### config.mk
export PLATFORM = sky130hd
export DESIGN_NAME = stage_id_pipe
export DESIGN_NICKNAME = d
export VERILOG_FILES = /design/src/rtl/id_pkg.sv /design/src/rtl/id_regfile.sv /design/src/rtl/stage_id_pipe.sv
export SDC_FILE = /design/constraint.sdc
export NUM_CORES = 2
export LEC_CHECK = 0
export ABC_AREA = 0
export CAP_MARGIN = 10
export CORE_MARGIN = 1
export CORE_UTILIZATION = 40
export DETAILED_ROUTE_END_ITERATION = 12
export MAX_ROUTING_LAYER = met4
export PLACE_DENSITY = 0.64
export SYNTH_ARGS = -nofsm -noshare
export SYNTH_HDL_FRONTEND = slang
export SYNTH_SLANG_ARGS = --single-unit
### constraint.sdc
create_clock -name clk -period 82.9 [get_ports clk]
set_clock_uncertainty 0.15 [all_clocks]
set_input_delay 20.725 -clock clk [delete_from_list [all_inputs] [get_ports clk]]
set_output_delay 20.725 -clock clk [all_outputs]
set_load 0.01 [all_outputs]
### src/rtl/id_pkg.sv
// Shared decode definitions for the ID stage: opcodes, control encodings,
// the control bundle carried through ID/EX and small decode helpers.
package id_pkg;

    // Opcodes (instr[31:26])
    localparam logic [5:0] OP_RTYPE = 6'h00;
    localparam logic [5:0] OP_J     = 6'h02;
    localparam logic [5:0] OP_JAL   = 6'h03;
    localparam logic [5:0] OP_BEQ   = 6'h04;
    localparam logic [5:0] OP_BNE   = 6'h05;
    localparam logic [5:0] OP_ADDI  = 6'h08;
    localparam logic [5:0] OP_SLTI  = 6'h0A;
    localparam logic [5:0] OP_ANDI  = 6'h0C;
    localparam logic [5:0] OP_ORI   = 6'h0D;
    localparam logic [5:0] OP_LUI   = 6'h0F;
    localparam logic [5:0] OP_LB    = 6'h20;
    localparam logic [5:0] OP_LH    = 6'h21;
    localparam logic [5:0] OP_LW    = 6'h23;
    localparam logic [5:0] OP_LBU   = 6'h24;
    localparam logic [5:0] OP_LHU   = 6'h25;
    localparam logic [5:0] OP_SB    = 6'h28;
    localparam logic [5:0] OP_SH    = 6'h29;
    localparam logic [5:0] OP_SW    = 6'h2B;

    // ALU operation class handed to execute
    localparam logic [1:0] ALU_OP_ADD    = 2'd0;
    localparam logic [1:0] ALU_OP_BRANCH = 2'd1;
    localparam logic [1:0] ALU_OP_RTYPE  = 2'd2;
    localparam logic [1:0] ALU_OP_IMM    = 2'd3;

    // Destination register select and write-back source select
    localparam logic [1:0] REG_DST_RT = 2'd0;
    localparam logic [1:0] REG_DST_RD = 2'd1;
    localparam logic [1:0] REG_DST_RA = 2'd2;
    localparam logic [1:0] WB_SEL_ALU = 2'd0;
    localparam logic [1:0] WB_SEL_MEM = 2'd1;
    localparam logic [1:0] WB_SEL_PC  = 2'd2;

    // Memory access sizes
    localparam logic [2:0] LD_SIZE_W  = 3'd0;
    localparam logic [2:0] LD_SIZE_H  = 3'd1;
    localparam logic [2:0] LD_SIZE_B  = 3'd2;
    localparam logic [2:0] LD_SIZE_HU = 3'd5;
    localparam logic [2:0] LD_SIZE_BU = 3'd6;
    localparam logic [1:0] ST_SIZE_W  = 2'd0;
    localparam logic [1:0] ST_SIZE_H  = 2'd1;
    localparam logic [1:0] ST_SIZE_B  = 2'd2;

    // How the 16-bit immediate is widened
    typedef enum logic [1:0] {
        IMM_SEXT = 2'd0,
        IMM_ZEXT = 2'd1,
        IMM_LUI  = 2'd2
    } imm_sel_e;

    // Control bundle carried through ID/EX; all-zero is a bubble
    typedef struct packed {
        logic [1:0] reg_dst;
        logic [1:0] alu_op;
        logic [1:0] mem_to_reg;
        logic       alu_src;
        logic       mem_read;
        logic       mem_write;
        logic       reg_write;
        logic       branch;
        logic       bne;
        logic       jump;
        logic       illegal;
        logic [2:0] ld_size;
        logic [1:0] st_size;
    } ctrl_t;

    function automatic logic [2:0] ld_size_of(input logic [5:0] op);
        case (op)
            OP_LH:   return LD_SIZE_H;
            OP_LB:   return LD_SIZE_B;
            OP_LHU:  return LD_SIZE_HU;
            OP_LBU:  return LD_SIZE_BU;
            default: return LD_SIZE_W;
        endcase
    endfunction

    function automatic logic [1:0] st_size_of(input logic [5:0] op);
        case (op)
            OP_SH:   return ST_SIZE_H;
            OP_SB:   return ST_SIZE_B;
            default: return ST_SIZE_W;
        endcase
    endfunction

endpackage

### src/rtl/id_regfile.sv
// Decode-stage register file: 2**REG_AW x XLEN, two combinational read
// ports, one write port. r0 reads as zero and is never written.
// ID_WB_BYPASS_EN: forward a same-cycle write-back to the read ports.
module id_regfile
    import id_pkg::*;
#(
    parameter int XLEN   = 32,
    parameter int REG_AW = 5
) (
    input  logic              clk,
    input  logic              reset,
    input  logic              we_i,
    input  logic [REG_AW-1:0] waddr_i,
    input  logic [XLEN-1:0]   wdata_i,
    input  logic [REG_AW-1:0] raddr1_i,
    input  logic [REG_AW-1:0] raddr2_i,
    output logic [XLEN-1:0]   rdata1_o,
    output logic [XLEN-1:0]   rdata2_o
);
    localparam int NREG = 2 ** REG_AW;

    logic [XLEN-1:0] regs_q [NREG];

    // Write port; r0 is left at its reset value forever
    always_ff @(posedge clk or posedge reset) begin
        if (reset) begin
            for (int i = 0; i < NREG; i++) regs_q[i] <= '0;
        end else if (we_i && (waddr_i != '0)) begin
            regs_q[waddr_i] <= wdata_i;
        end
    end

    // Combinational reads, optionally seeing the write in flight
    always_comb begin
        rdata1_o = (raddr1_i == '0) ? '0 : regs_q[raddr1_i];
        rdata2_o = (raddr2_i == '0) ? '0 : regs_q[raddr2_i];
`ifdef ID_WB_BYPASS_EN
        if (we_i && (waddr_i != '0) && (waddr_i == raddr1_i)) rdata1_o = wdata_i;
        if (we_i && (waddr_i != '0) && (waddr_i == raddr2_i)) rdata2_o = wdata_i;
`else
        // Without bypass the read sees the pre-write value; the compiler
        // keeps producer and consumer far enough apart.
`endif
    end

endmodule

### src/rtl/stage_id_pipe.sv
// MIPS instruction-decode stage: register file, opcode decode, immediate
// widening, load-use hazard detection and the ID/EX pipeline register.
// Optional feature macro: ID_WB_BYPASS_EN (write-back to read bypass, in
// id_regfile).
module stage_id_pipe
    import id_pkg::*;
#(
    parameter int XLEN   = 32,
    parameter int REG_AW = 5,
    parameter int PC_W   = 32
) (
    input  logic              clk,
    input  logic              reset,
    input  logic              id_valid,
    input  logic [31:0]       id_instr,
    input  logic [PC_W-1:0]   id_pc,
    input  logic              flush,
    input  logic              wb_we,
    input  logic [REG_AW-1:0] wb_addr,
    input  logic [XLEN-1:0]   wb_data,
    output logic              stall,
    output logic              ex_valid,
    output logic [PC_W-1:0]   ex_pc,
    output logic [XLEN-1:0]   ex_rs_data,
    output logic [XLEN-1:0]   ex_rt_data,
    output logic [XLEN-1:0]   ex_imm,
    output logic [REG_AW-1:0] ex_rs,
    output logic [REG_AW-1:0] ex_rt,
    output logic [REG_AW-1:0] ex_rd,
    output logic [5:0]        ex_funct,
    output logic [1:0]        ex_reg_dst,
    output logic [1:0]        ex_alu_op,
    output logic [1:0]        ex_mem_to_reg,
    output logic              ex_alu_src,
    output logic              ex_mem_read,
    output logic              ex_mem_write,
    output logic              ex_reg_write,
    output logic              ex_branch,
    output logic              ex_bne,
    output logic              ex_jump,
    output logic              ex_illegal,
    output logic [2:0]        ex_ld_size,
    output logic [1:0]        ex_st_size
);
    // Instruction fields
    logic [5:0]        op;
    logic [5:0]        funct;
    logic [15:0]       imm16;
    logic [REG_AW-1:0] rs, rt, rd;

    assign op    = id_instr[31:26];
    assign funct = id_instr[5:0];
    assign imm16 = id_instr[15:0];
    assign rs    = REG_AW'(id_instr[25:21]);
    assign rt    = REG_AW'(id_instr[20:16]);
    assign rd    = REG_AW'(id_instr[15:11]);

    logic [XLEN-1:0] rs_rdata, rt_rdata;

    id_regfile #(.XLEN(XLEN), .REG_AW(REG_AW)) u_regfile (
        .clk      (clk),
        .reset    (reset),
        .we_i     (wb_we),
        .waddr_i  (wb_addr),
        .wdata_i  (wb_data),
        .raddr1_i (rs),
        .raddr2_i (rt),
        .rdata1_o (rs_rdata),
        .rdata2_o (rt_rdata)
    );

    // Opcode decode into controls, operand usage and immediate kind
    ctrl_t    ctrl;
    logic     uses_rs, uses_rt;
    imm_sel_e imm_sel;

    always_comb begin
        ctrl    = '0;
        uses_rs = 1'b1;
        uses_rt = 1'b0;
        imm_sel = IMM_SEXT;
        case (op)
            OP_RTYPE: begin
                ctrl.reg_dst   = REG_DST_RD;
                ctrl.alu_op    = ALU_OP_RTYPE;
                ctrl.reg_write = 1'b1;
                uses_rt        = 1'b1;
            end
            OP_LB, OP_LH, OP_LW, OP_LBU, OP_LHU: begin
                ctrl.alu_src    = 1'b1;
                ctrl.mem_read   = 1'b1;
                ctrl.mem_to_reg = WB_SEL_MEM;
                ctrl.reg_write  = 1'b1;
                ctrl.ld_size    = ld_size_of(op);
            end
            OP_SB, OP_SH, OP_SW: begin
                ctrl.alu_src   = 1'b1;
                ctrl.mem_write = 1'b1;
                ctrl.st_size   = st_size_of(op);
                uses_rt        = 1'b1;
            end
            OP_BEQ, OP_BNE: begin
                ctrl.branch = 1'b1;
                ctrl.bne    = (op == OP_BNE);
                ctrl.alu_op = ALU_OP_BRANCH;
                uses_rt     = 1'b1;
            end
            OP_ADDI, OP_SLTI, OP_ANDI, OP_ORI, OP_LUI: begin
                ctrl.alu_src   = 1'b1;
                ctrl.reg_write = 1'b1;
                ctrl.alu_op    = ALU_OP_IMM;
                if (op == OP_ANDI || op == OP_ORI) imm_sel = IMM_ZEXT;
                if (op == OP_LUI) begin
                    imm_sel = IMM_LUI;
                    uses_rs = 1'b0;
                end
            end
            OP_J: begin
                ctrl.jump = 1'b1;
                uses_rs   = 1'b0;
            end
            OP_JAL: begin
                ctrl.jump       = 1'b1;
                ctrl.reg_write  = 1'b1;
                ctrl.reg_dst    = REG_DST_RA;
                ctrl.mem_to_reg = WB_SEL_PC;
                uses_rs         = 1'b0;
            end
            default: ctrl.illegal = 1'b1;
        endcase
    end

    // Immediate widening to XLEN; works for any XLEN >= 16, lui result is
    // the 32-bit {imm16,16'b0} sign-extended or truncated to XLEN
    logic [XLEN-1:0] imm_ext;

    always_comb begin
        imm_ext = '0;
        for (int i = 0; i < XLEN; i++) begin
            case (imm_sel)
                IMM_ZEXT: imm_ext[i] = (i < 16) ? imm16[4'(i % 16)] : 1'b0;
                IMM_LUI:  imm_ext[i] = (i < 16) ? 1'b0 :
                                       (i < 32) ? imm16[4'(i % 16)] : imm16[15];
                default:  imm_ext[i] = (i < 16) ? imm16[4'(i % 16)] : imm16[15];
            endcase
        end
    end

    // ID/EX state
    logic              ex_valid_q,   ex_valid_d;
    logic [PC_W-1:0]   ex_pc_q,      ex_pc_d;
    logic [XLEN-1:0]   ex_rs_data_q, ex_rs_data_d;
    logic [XLEN-1:0]   ex_rt_data_q, ex_rt_data_d;
    logic [XLEN-1:0]   ex_imm_q,     ex_imm_d;
    logic [REG_AW-1:0] ex_rs_q,      ex_rs_d;
    logic [REG_AW-1:0] ex_rt_q,      ex_rt_d;
    logic [REG_AW-1:0] ex_rd_q,      ex_rd_d;
    logic [5:0]        ex_funct_q,   ex_funct_d;
    ctrl_t             ex_ctrl_q,    ex_ctrl_d;

    // Load-use hazard against the load sitting in ID/EX; a flush wins
    assign stall = id_valid & ex_valid_q & ex_ctrl_q.mem_read & (ex_rt_q != '0) &
                   ((uses_rs & (rs == ex_rt_q)) | (uses_rt & (rt == ex_rt_q))) &
                   ~flush;

    // Next ID/EX contents: decoded instruction or an all-zero bubble
    always_comb begin
        ex_valid_d   = 1'b0;
        ex_pc_d      = '0;
        ex_rs_data_d = '0;
        ex_rt_data_d = '0;
        ex_imm_d     = '0;
        ex_rs_d      = '0;
        ex_rt_d      = '0;
        ex_rd_d      = '0;
        ex_funct_d   = '0;
        ex_ctrl_d    = '0;
        if (id_valid && !flush && !stall) begin
            ex_valid_d   = 1'b1;
            ex_pc_d      = id_pc;
            ex_rs_data_d = rs_rdata;
            ex_rt_data_d = rt_rdata;
            ex_imm_d     = imm_ext;
            ex_rs_d      = rs;
            ex_rt_d      = rt;
            ex_rd_d      = rd;
            ex_funct_d   = funct;
            ex_ctrl_d    = ctrl;
        end
    end

    // ID/EX pipeline register
    always_ff @(posedge clk or posedge reset) begin
        if (reset) begin
            ex_valid_q   <= 1'b0;
            ex_pc_q      <= '0;
            ex_rs_data_q <= '0;
            ex_rt_data_q <= '0;
            ex_imm_q     <= '0;
            ex_rs_q      <= '0;
            ex_rt_q      <= '0;
            ex_rd_q      <= '0;
            ex_funct_q   <= '0;
            ex_ctrl_q    <= '0;
        end else begin
            ex_valid_q   <= ex_valid_d;
            ex_pc_q      <= ex_pc_d;
            ex_rs_data_q <= ex_rs_data_d;
            ex_rt_data_q <= ex_rt_data_d;
            ex_imm_q     <= ex_imm_d;
            ex_rs_q      <= ex_rs_d;
            ex_rt_q      <= ex_rt_d;
            ex_rd_q      <= ex_rd_d;
            ex_funct_q   <= ex_funct_d;
            ex_ctrl_q    <= ex_ctrl_d;
        end
    end

    assign ex_valid      = ex_valid_q;
    assign ex_pc         = ex_pc_q;
    assign ex_rs_data    = ex_rs_data_q;
    assign ex_rt_data    = ex_rt_data_q;
    assign ex_imm        = ex_imm_q;
    assign ex_rs         = ex_rs_q;
    assign ex_rt         = ex_rt_q;
    assign ex_rd         = ex_rd_q;
    assign ex_funct      = ex_funct_q;
    assign ex_reg_dst    = ex_ctrl_q.reg_dst;
    assign ex_alu_op     = ex_ctrl_q.alu_op;
    assign ex_mem_to_reg = ex_ctrl_q.mem_to_reg;
    assign ex_alu_src    = ex_ctrl_q.alu_src;
    assign ex_mem_read   = ex_ctrl_q.mem_read;
    assign ex_mem_write  = ex_ctrl_q.mem_write;
    assign ex_reg_write  = ex_ctrl_q.reg_write;
    assign ex_branch     = ex_ctrl_q.branch;
    assign ex_bne        = ex_ctrl_q.bne;
    assign ex_jump       = ex_ctrl_q.jump;
    assign ex_illegal    = ex_ctrl_q.illegal;
    assign ex_ld_size    = ex_ctrl_q.ld_size;
    assign ex_st_size    = ex_ctrl_q.st_size;

endmodule

==> metrics.yaml <==
critical_path:
  worst-r2r-setup-slack_ps: 79170
  path_cells: "clkdlybuf4s50_1 -> nor2b_1 -> or3_1 -> a211oi_1 -> a21oi_1 -> nor2_1 -> clkdlybuf4s50_1"
  setup.worst_path.class: "in2out"
  cp_max_fo: 12
  crit_path_frequent_cell: "clkdlybuf4s50_1"
  critPathArrivalTime_ps: 23060
  critPathRequiredTime_ps: 62020
  cp_slowest_cell: "clkdlybuf4s50_1"
  r2r-end: "ex_rt_data[0]$_DFF_PP0_"
  reg2reg_from: "ex_rt[1]$_DFF_PP0_"
  slowest_delay_ps: 630
  crit_buf_inv: 2
  start_kind: "input port"
  end_kind: "output port"
  crit_family: "buffers and inverters"
  reg2regPathDepth: 6
power:
  internal_power_mw: 1.21
  p_total_mw: 1.65
  seqPwrFrac_pct: 44.8
  pwr-share-comb_pct: 18.8
  power_switching_mw: 0.444
  p_clk_share_pct: 36.4
  ir_drop_v: 0.0000222
  powerDensity_mw_per_mm2: 23.6
  p_leak_nw: 30.4
  p_sw_share_pct: 26.8
layout:
  largest_register_ffs: 1024
  drive_above_1_share_pct: 42.6
  area_growth_pct: 14.2
  fin_nets: 4879
  regMostFlops: "u_regfile.regs_q"
  instances_no_fill: 6910
logic_synthesis:
  syn-cell-area_sq_mm: 0.0614
  synthTopCellsByArea: "dfrtp_1, mux2_2, mux4_2, mux2i_1, o22ai_1"
  yosysSeqAreaShare_pct: 48.0
  synth_area_leader_cell: "dfrtp_1"
  synth_cells: 4771
  synth_flop_cell: "dfrtp_1"
  ys_ff_latch: 1178
  yosys_warnings: 0
  netlist.area_leader.share_pct: 48.0
  synth_area_per_cell_sq_um: 12.9
  async_flop_share_pct: 100
  synth_edf_count: 0
  yosysUniqueCellTypes: 62
floorplan:
  io_pins: 276
  dieArea_sq_mm: 0.155
  initial_core_util_pct: 40.4
  fp.dieW_um: 394
  rows: 143
  die_height_um: 394
  core_area_sq_mm: 0.152
clock_network:
  root_buffer: "clkbuf_16"
  post_cts_resize_count: 0
  htreeDepth: 4
  cts_buffers: 133
  post_cts_buffers: 0
  cts.clk_slew.worst_paths_ps: 60
  cts_tree: "built"
  clockBufferDepth: 3
  holdBufCountCts: 0
  clock_latency_ps: 770
  cts_sinks: 1178
placement:
  gp_congestion: 0.866
  dpl.cell_count: 6667
  dp_hpwl_um: 120000
  port_buffers: 264
  place_ws_ps: 39040
routing:
  dr.pass1.iters: 5
  vias: 42800
  drc: 0
  vias_per_cell: 6.19
  wire_per_inst_um: 29.5
  drtAntennaViolNets: 0
  drt-initial-drc-count: 4506
  wl_um: 204000
grt:
  grt_overflow_total: 0
  grt_util_met1_pct: 35.5
  grt_max_degree: 186
  antenna_found_initial: 20
  grt_pass1_vias: 42600
  gr-usage-met3_pct: 5.42
  grt_use_total_pct: 26.7
  grt_busiest_layer: "met2"
  grtUsageMet2_pct: 40.1
  grt_pass1_wl_um: 298000
timing:
  clock.fmax_ghz: 0.0228
  relSlewSlack_pct: 17.2
  whs_ps: 243
  final.setup.tns_ps: 0
  hold_violations: 0
  worstMarginPinSlew_ps: 1240
  rsz0062_at_grt: "no"
  finalSetupViolations: 0
  drv_slew: 0
  period_minus_slack_ps: 43940
  period_share_pct: 53.0
  setup_ws_ps: 38960
status:
  status: "finished clean"
run:
  maxCapViolations: 0
hold_path:
  holdPathStages: 0
  hp-class: "reg2reg"
  hold_end: "u_regfile.regs_q[1016]$_DFFE_PP0P_"
  hold_path_startpoint: "u_regfile.regs_q[1016]$_DFFE_PP0P_"
-- through the flow --
| stage | utilization, % | instance area [sq um] |
|---|---|---|
| global route | 46.1 | 70100 |
| finish | 46.1 | 70100 |
| floorplan | - | 61400 |
| detailed placement | 43.2 | 65700 |
| global placement | 43.2 | 65700 |
| CTS | 46.1 | 70100 |
-- cell usage in the layout, fill, tap and decap left out, types with 10 or more instances in the layout --
| master | count |
|---|---|
| clkbuf_1 | 40 |
| nand4_1 | 33 |
| mux4_2 | 138 |
| mux2_2 | 1554 |
| nor4_2 | 10 |
| nor3_1 | 42 |
| clkbuf_8 | 31 |
| mux2i_1 | 184 |
| dfrtp_1 | 1178 |
| o21ai_0 | 94 |
| nor2_4 | 16 |
| and2_1 | 52 |
| nand2_1 | 79 |
| buf_4 | 101 |
| o211a_1 | 29 |
| nand2b_1 | 36 |
| clkdlybuf4s50_1 | 256 |
| nand3b_1 | 11 |
| nor2_1 | 82 |
| nand2_2 | 15 |
| a22oi_1 | 61 |
| a21oi_1 | 17 |
| o22ai_1 | 282 |
| a211oi_1 | 89 |
| nor2b_1 | 33 |
| diode_2 | 11 |
| nor4_1 | 61 |
| o211ai_1 | 32 |
| clkbuf_16 | 140 |
| inv_1 | 36 |
-- Yosys cell counts (17+ instances only) --
master and instances:
a211oi_1 89, a21oi_1 17, a22oi_1 61, and2_1 52, buf_1 81, buf_2 79
buf_4 19, clkbuf_1 328, dfrtp_1 1178, inv_1 38, mux2_2 1554, mux2i_1 184
mux4_2 138, nand2_1 94, nand2b_1 37, nand4_1 33, nor2_1 98, nor2b_1 33
nor3_1 44, nor4_1 61, o211a_1 29, o211ai_1 32, o21ai_0 94, o22ai_1 282
-- layout make-up --
| class | count | area [sq um] |
|---|---|---|
| clock buffers | 211 | 4080 |
| fillers | 13700 | 82000 |
| multi-input cells | 3051 | 30000 |
| flip-flops and latches | 1178 | 29500 |
| diodes | 11 | 27.5 |
| inverters | 40 | 158 |
| clock inverters | 20 | 318 |
| repair buffers | 369 | 3520 |
| well taps | 2030 | 2540 |
-- power by group through the flow --
stage	Sequential (mW)	Clock [mW]	Combinational [mW]
5_1_grt	0.753	0.634	0.333
3_5_place_dp	0.747	0	0.308
4_1_cts	0.738	0.611	0.309
2_1_floorplan	0.732	0	0.240
6_report	0.741	0.602	0.310
3_3_place_gp	0.740	0	0.302
-- kinds of logic (layout without fill, tap and decap cells) --
logic type	Yosys count	in the layout	share of synthesized area (%)
buffers and inverters	549	640	3.66
DFF	1178	1178	48.0
muxes	1876	1876	36.6
and+or+nand+nor	532	532	4.79
xor gates and xnor gates	10	10	0.143
other	1	19	0.00611
AOI/OAI and AO/OA	625	625	6.79
-- per-layer routing --
| layer | routed length (um) | up-vias | share of wire, % |
|---|---|---|---|
| met5 | 0 | - | 0 |
| met4 | 8000 | 0 | 3.9 |
| met3 | 16500 | 488 | 8.1 |
| met2 | 93200 | 1993 | 46 |
| met1 | 86300 | 22500 | 42 |
| li1 | - | 17800 | - |
-- worst max path at each step --
stage / slack [ps] / depth (start not counted) / end / start
after floorplan: 28840 / 1 / ex_alu_op[0]$_DFF_PP0_ / reset
after global placement: 38970 / 7 / stall / id_instr[27]
after detailed placement: 39040 / 7 / stall / id_instr[27]
after CTS: 39030 / 7 / stall / id_instr[27]
after global routing: 38780 / 7 / stall / id_instr[29]
final: 38960 / 7 / stall / id_instr[27]
(Power assumes the default switching activity.)
